**config.mk**
```make
export PLATFORM = sky130hd
export DESIGN_NAME = cordic_scheduler
export DESIGN_NICKNAME = d
export VERILOG_FILES = /design/src/rtl/cordic_scheduler.sv
export SDC_FILE = /design/constraint.sdc
export NUM_CORES = 1
export LEC_CHECK = 0
export CAP_MARGIN = 25
export CORE_MARGIN = 5
export CORE_UTILIZATION = 46
export CTS_CLUSTER_SIZE = 8
export DETAILED_ROUTE_END_ITERATION = 8
export GPL_TIMING_DRIVEN = 0
export PLACE_DENSITY = 0.78
export SLEW_MARGIN = 15
export SYNTH_ARGS = -nofsm -noshare
export SYNTH_HDL_FRONTEND = slang
export SYNTH_SLANG_ARGS = --single-unit
export TNS_END_PERCENT = 5
```
**constraint.sdc**
```tcl
create_clock -name clk -period 3 [get_ports clk]
set_input_delay 0.6 -clock clk [delete_from_list [all_inputs] [get_ports clk]]
set_output_delay 0.6 -clock clk [all_outputs]
set_load 0.02 [all_outputs]
```
**src/rtl/cordic_scheduler.sv**
```systemverilog
// Round-robin front end that shares one fixed-latency CORDIC sin/cos core among NUM_REQ clients.
// Issued angles carry an {valid, id, err} tag down a shadow pipeline so results route back to their owner.
module cordic_scheduler #(
  parameter int                 NUM_REQ = 4,
  parameter int                 LATENCY = 16,
  parameter int                 ANGLE_W = 21,
  parameter int                 DATA_W  = 12,
  parameter logic [ANGLE_W-1:0] MAX_MAG = 21'h5A000
) (
  input  logic                        clk,
  input  logic                        reset,
  input  logic [NUM_REQ-1:0]          req_valid,
  input  logic [NUM_REQ*ANGLE_W-1:0]  req_angle,
  output logic [NUM_REQ-1:0]          req_ready,
  output logic [NUM_REQ-1:0]          rsp_valid,
  input  logic [NUM_REQ-1:0]          rsp_ready,
  output logic [NUM_REQ*DATA_W-1:0]   rsp_x,
  output logic [NUM_REQ*DATA_W-1:0]   rsp_y,
  output logic [NUM_REQ-1:0]          rsp_err,
  output logic [ANGLE_W-1:0]          cordic_angle,
  input  logic [DATA_W-1:0]           cordic_x,
  input  logic [DATA_W-1:0]           cordic_y,
  output logic                        busy
);

  localparam int ID_W = (NUM_REQ > 1) ? $clog2(NUM_REQ) : 1;

  logic [ID_W-1:0]    ptr;
  logic [NUM_REQ-1:0] in_flight;
  logic [NUM_REQ-1:0] eligible;
  logic [NUM_REQ-1:0] grant;
  logic               grant_any;
  logic [ID_W-1:0]    grant_id;
  logic               handshake;
  logic [ANGLE_W-1:0] sel_angle;
  logic               sel_err;
  logic [LATENCY-1:0] tag_valid;
  logic [LATENCY-1:0] tag_err;
  logic [ID_W-1:0]    tag_id [LATENCY];
  logic [NUM_REQ-1:0] retire_oh;
  logic               last_err;

  function automatic logic [ID_W-1:0] wrap_inc(input logic [ID_W-1:0] base, input int step);
    int sum;
    sum = int'(base) + step;
    if (sum >= NUM_REQ) sum = sum - NUM_REQ;
    return ID_W'(sum);
  endfunction

  // A requester with an op in flight or an unconsumed result must wait.
  assign eligible = req_valid & ~in_flight & ~rsp_valid;

  always_comb begin
    grant     = '0;
    grant_any = 1'b0;
    grant_id  = '0;
    for (int off = 0; off < NUM_REQ; off++) begin
      if (!grant_any && eligible[wrap_inc(ptr, off)]) begin
        grant_any = 1'b1;
        grant_id  = wrap_inc(ptr, off);
      end
    end
    if (grant_any) grant[grant_id] = 1'b1;
  end

  assign req_ready = reset ? grant : '0;
  assign handshake = grant_any & reset;

  always_comb begin
    sel_angle = req_angle[int'(grant_id)*ANGLE_W +: ANGLE_W];
    sel_err   = ({1'b0, sel_angle[ANGLE_W-2:0]} > MAX_MAG);
  end

  // Out-of-range angles send 0 to the core; their result is replaced by zeros at retire.
  always_ff @(posedge clk or negedge reset) begin
    if (!reset) begin
      ptr          <= '0;
      cordic_angle <= '0;
    end else if (handshake) begin
      ptr          <= wrap_inc(grant_id, 1);
      cordic_angle <= sel_err ? '0 : sel_angle;
    end
  end

  always_ff @(posedge clk or negedge reset) begin
    if (!reset) begin
      tag_valid <= '0;
      tag_err   <= '0;
      for (int i = 0; i < LATENCY; i++) tag_id[i] <= '0;
    end else begin
      tag_valid <= {tag_valid[LATENCY-2:0], handshake};
      tag_err   <= {tag_err[LATENCY-2:0], handshake & sel_err};
      tag_id[0] <= grant_id;
      for (int i = 1; i < LATENCY; i++) tag_id[i] <= tag_id[i-1];
    end
  end

  always_comb begin
    retire_oh = '0;
    if (tag_valid[LATENCY-1]) retire_oh[tag_id[LATENCY-1]] = 1'b1;
  end

  assign last_err = tag_err[LATENCY-1];

  // Retire and consume never target the same slot in one cycle, since a full slot blocks issue.
  always_ff @(posedge clk or negedge reset) begin
    if (!reset) begin
      in_flight <= '0;
      rsp_valid <= '0;
      rsp_err   <= '0;
      rsp_x     <= '0;
      rsp_y     <= '0;
    end else begin
      in_flight <= (in_flight | req_ready) & ~retire_oh;
      rsp_valid <= (rsp_valid & ~rsp_ready) | retire_oh;
      for (int i = 0; i < NUM_REQ; i++) begin
        if (retire_oh[i]) begin
          rsp_err[i]                 <= last_err;
          rsp_x[i*DATA_W +: DATA_W]  <= last_err ? '0 : cordic_x;
          rsp_y[i*DATA_W +: DATA_W]  <= last_err ? '0 : cordic_y;
        end
      end
    end
  end

  assign busy = (|tag_valid) | (|rsp_valid);

endmodule
```
==> metrics.md <==
| Metric | Value |
|---|---|
| Adder-cell share of the synthesized area | 0.647% |
| CP Class | reg2out |
| Vias per cell | around 5.3 |
| Post-synthesis sequential area ratio | 63.1% |
| Post-synth net total | 862 |
| Starting DRT DRC Count | 341 |
| Worst-Margin Slew | approximately 0.72 ns |
| Setup violations, final | 0 |
| Clock latency on the worst-skew pair | 0.43 ns |
| # IOs | 248 |
| Post-synth EDFFs | 0 |
| CP Capture Type | output port |
| GRT Residual Overflow | 0 |
| YS warnings | 0 |
| Cell mode on critical path | buf_4 |
| Commonest non-fill, non-tap cell in the layout | clkdlybuf4s50_1 |
| CTS tree | built |
| Headroom to the max-slew limit | about 52% |
| H-tree levels | 4 |
| Main combinational cell family by area after synthesis | simple AND/OR/NAND/NOR gates |
| Vias in the first global route | 7,028 |
| Min Tclk post-route | 2.97 ns |
| # DRC | 0 |
| Outcome | completed |
| Placement Rows | between 40 and 50 |
| GPL Wtd Cong | 0.945 |
| Post-Synth XOR/XNOR Area | 0% |
| RSZ-0062 raised after global routing | true |
| Multiplexer area fraction after synthesis | 2.04% |
| # diodes | 0 |
| Layout cells sized above 1 | 11.7% |
| Leak | 5.13 nW |
| Yosys top cell area share | a little over three fifths |
| Multi-input gate area | 0.00272 sq mm |
| Flop2flop setup slack | around 0.050 ns |
| DR pass1 iterations | 5 |
| Hpwl dp | 18.3 mm |
| Num CTS Buffers | 17 |
| All-Layer GR Usage | 26.1% |
| Largest net degree at the start of global routing | slightly below 80 |
| Drt total wl | 25.4 mm |
| Reg2reg start | ptr[1] |
| VDD IR max | 0.000542 V |
| Total power | 0.0130 W |
| Crit-path cells | nor3b_4, buf_4, buf_4, nand2b_1, o221a_4, buf_12, ha_1, and2_1, buf_2 |
| Post-synth top flop | dfrtp_1 |
| Reg2reg end | cordic_angle[18] |
| Main area contributors after synthesis | dfrtp_1, nand2_1, o21ai_0 |
| Initial Util | between 40% and 50% |
| Hold_ws | 0.0617 ns |
| Mapped Area | 0.00773 sq mm |
| CP delay by family, top | buffers and inverters |
| Clk buf depth | 2 |
| Worst Path Required | 2.40 ns |
| Worst clock skew | approximately 0.0074 ns |
| CP max stage cell | dfrtp_1 |
| Initial antenna violation count | 1 |
| I/O Buffers | between 200 and 250 |
| Setup slack after placement | -1.65 ns |
| Sequential cell area | between 0.004 and 0.005 sq mm |
| Most frequent cells in the layout | clkdlybuf4s50_1, dfrtp_1, nand2_1 |
| Hold Crit Class | in2async |
| Core area | 0.0165 sq mm |
| Fillers | roughly 1,300 |
| Register bit count reported by yosys | 195 |
| P&R area growth vs syn | 49.9% |
| First-pass GRT wire length | 39.5 mm |
| Synth Area in Compound Gates | 15.5% |
| Slowest cell delay on critical path | 0.43 ns |
| CTS hold repair buffers | 0 |
| Final worst-path cycle share | between 90% and 100% |
| Root Buffer | clkbuf_16 |
| Vias | 6,843 |
| Min setup slack post-route | 0.0296 ns |
| Fraction of registers with async set/reset | 100% |
| Fmax achieved | around 340 MHz |
| Worst EP arrival | approximately 2.4 ns |
| Fin. max-slew vios | 0 |
| Syn Inst Count | 740 |
| Critical path buffers and inverters | 4 |
| Power per cell area | 1120 mW/mm^2 |
| R2r worst-path depth | 13 |
| Die Width | 140 microns |
| Clock Sink Count | approximately 200 |
| Max-cap viol count | 0 |
| Post-DRT Antenna Nets | 0 |
| Final nets | 1,169 |
| Post-Synth Simple-Gate Area | 15.7% |
| WL per Instance | 19.9 microns |
| Area leader, netlist | dfrtp_1 |
| Dpl cell area | 0.0105 sq mm |
| Die area | 0.0195 sq mm |
| Setup TNS | 0 ns |
| Final Hold Violating Endpoints | 0 |
| Syn_area_per_cell | 10.4 sq um |
| Clock-pin slew on the worst setup and hold paths | 0.07 ns |
| Die H | 140 microns |
| Final instance area | 0.0116 sq mm |
| CP max FO | 12 |
| Startpoint Class | flop |
| Netlist cell types | 52 |
-- flip-flops by register name (all words and copies together), names as in the netlist, 16 cells and up --
name,cells
cordic_angle,21
rsp_x,48
rsp_y,48
tag_err,16
tag_id,32
tag_valid,16
-- cell type report --
cell class / count / area share [%]
flip-flops and latches: 195 / 42.2
repair buffers: 290 / 24.6
multi-input cells: 492 / 23.5
clock buffers: 24 / 4.07
well taps: 220 / 2.38
plain buffers: 40 / 2.04
clock inverters: 8 / 0.875
inverters: 11 / 0.400
-- report_power, final --
| group | leakage (nW) | switching [W] | internal, W |
|---|---|---|---|
| combinational | 2.40 | 0.00358 | 0.00282 |
| clock | 0.283 | 0.000948 | 0.00128 |
| sequential | 2.45 | 0.000627 | 0.00376 |
| total | 5.13 | 0.00515 | 0.00786 |
-- timing repair --
action,CTS,global route
buffers inserted,17,24
pin swaps,3,8
setup endpoints to repair,29,25
gates resized for setup,59,20
-- stage by stage --
step | util [%] | instances
2_1_floorplan | - | 740
3_3_place_gp | 63.4 | 1207
3_5_place_dp | 63.8 | 1210
4_1_cts | 68.8 | 1259
5_1_grt | 70.1 | 1280
6_report | 70.1 | 1280
-- synth_stat cells, types with 3 or more instances --
library cell,n
nand2_1,185
clkbuf_1,31
mux2_2,4
buf_1,3
inv_1,8
and2_1,6
nand3_1,4
o21ai_0,108
nor3b_2,3
ha_1,4
nor2_1,26
nor3_1,4
a21oi_1,37
or4_1,3
o41ai_1,4
a211oi_2,5
nand2b_1,26
mux2i_1,9
o21a_1,4
o21ai_1,15
a211oi_1,7
dfrtp_1,195
buf_2,5
nor4_1,7
-- logic make-up after synthesis --
kind of cell	count (synthesis)
buf+inv	53
flops	195
compound gates	201
mux	14
fa+ha+maj	4
simple gates	273
-- worst register-to-register path, delay by kind of cell, from the launching register on --
kind	cells	cell delay, ns
buf+inv	5	0.60
simple gates	1	0.16
compound gates	7	1.65
flops	1	0.44
-- metal layers --
layer	track usage, %	vias to the layer above	routed length [microns]
met5	0	-	11
met4	10.2	2	841
met3	8.13	53	2770
met2	42.8	359	11900
met1	32.7	3301	9920
li1	-	3128	-
-- how the worst max path moves through the flow --
| stage | depth (start not counted) | endpoint | startpoint |
|---|---|---|---|
| 2_1_floorplan | 7 | req_ready[2] | req_valid[3] |
| 3_3_place_gp | 6 | req_ready[1] | reset |
| 3_5_place_dp | 9 | req_ready[2] | req_valid[2] |
| 4_1_cts | 11 | req_ready[1] | req_valid[3] |
| 5_1_grt | 13 | cordic_angle[18] | ptr[1] |
| 6_report | 9 | req_ready[3] | in_flight[2] |
Note: power is estimated with default switching activity, not from simulation.
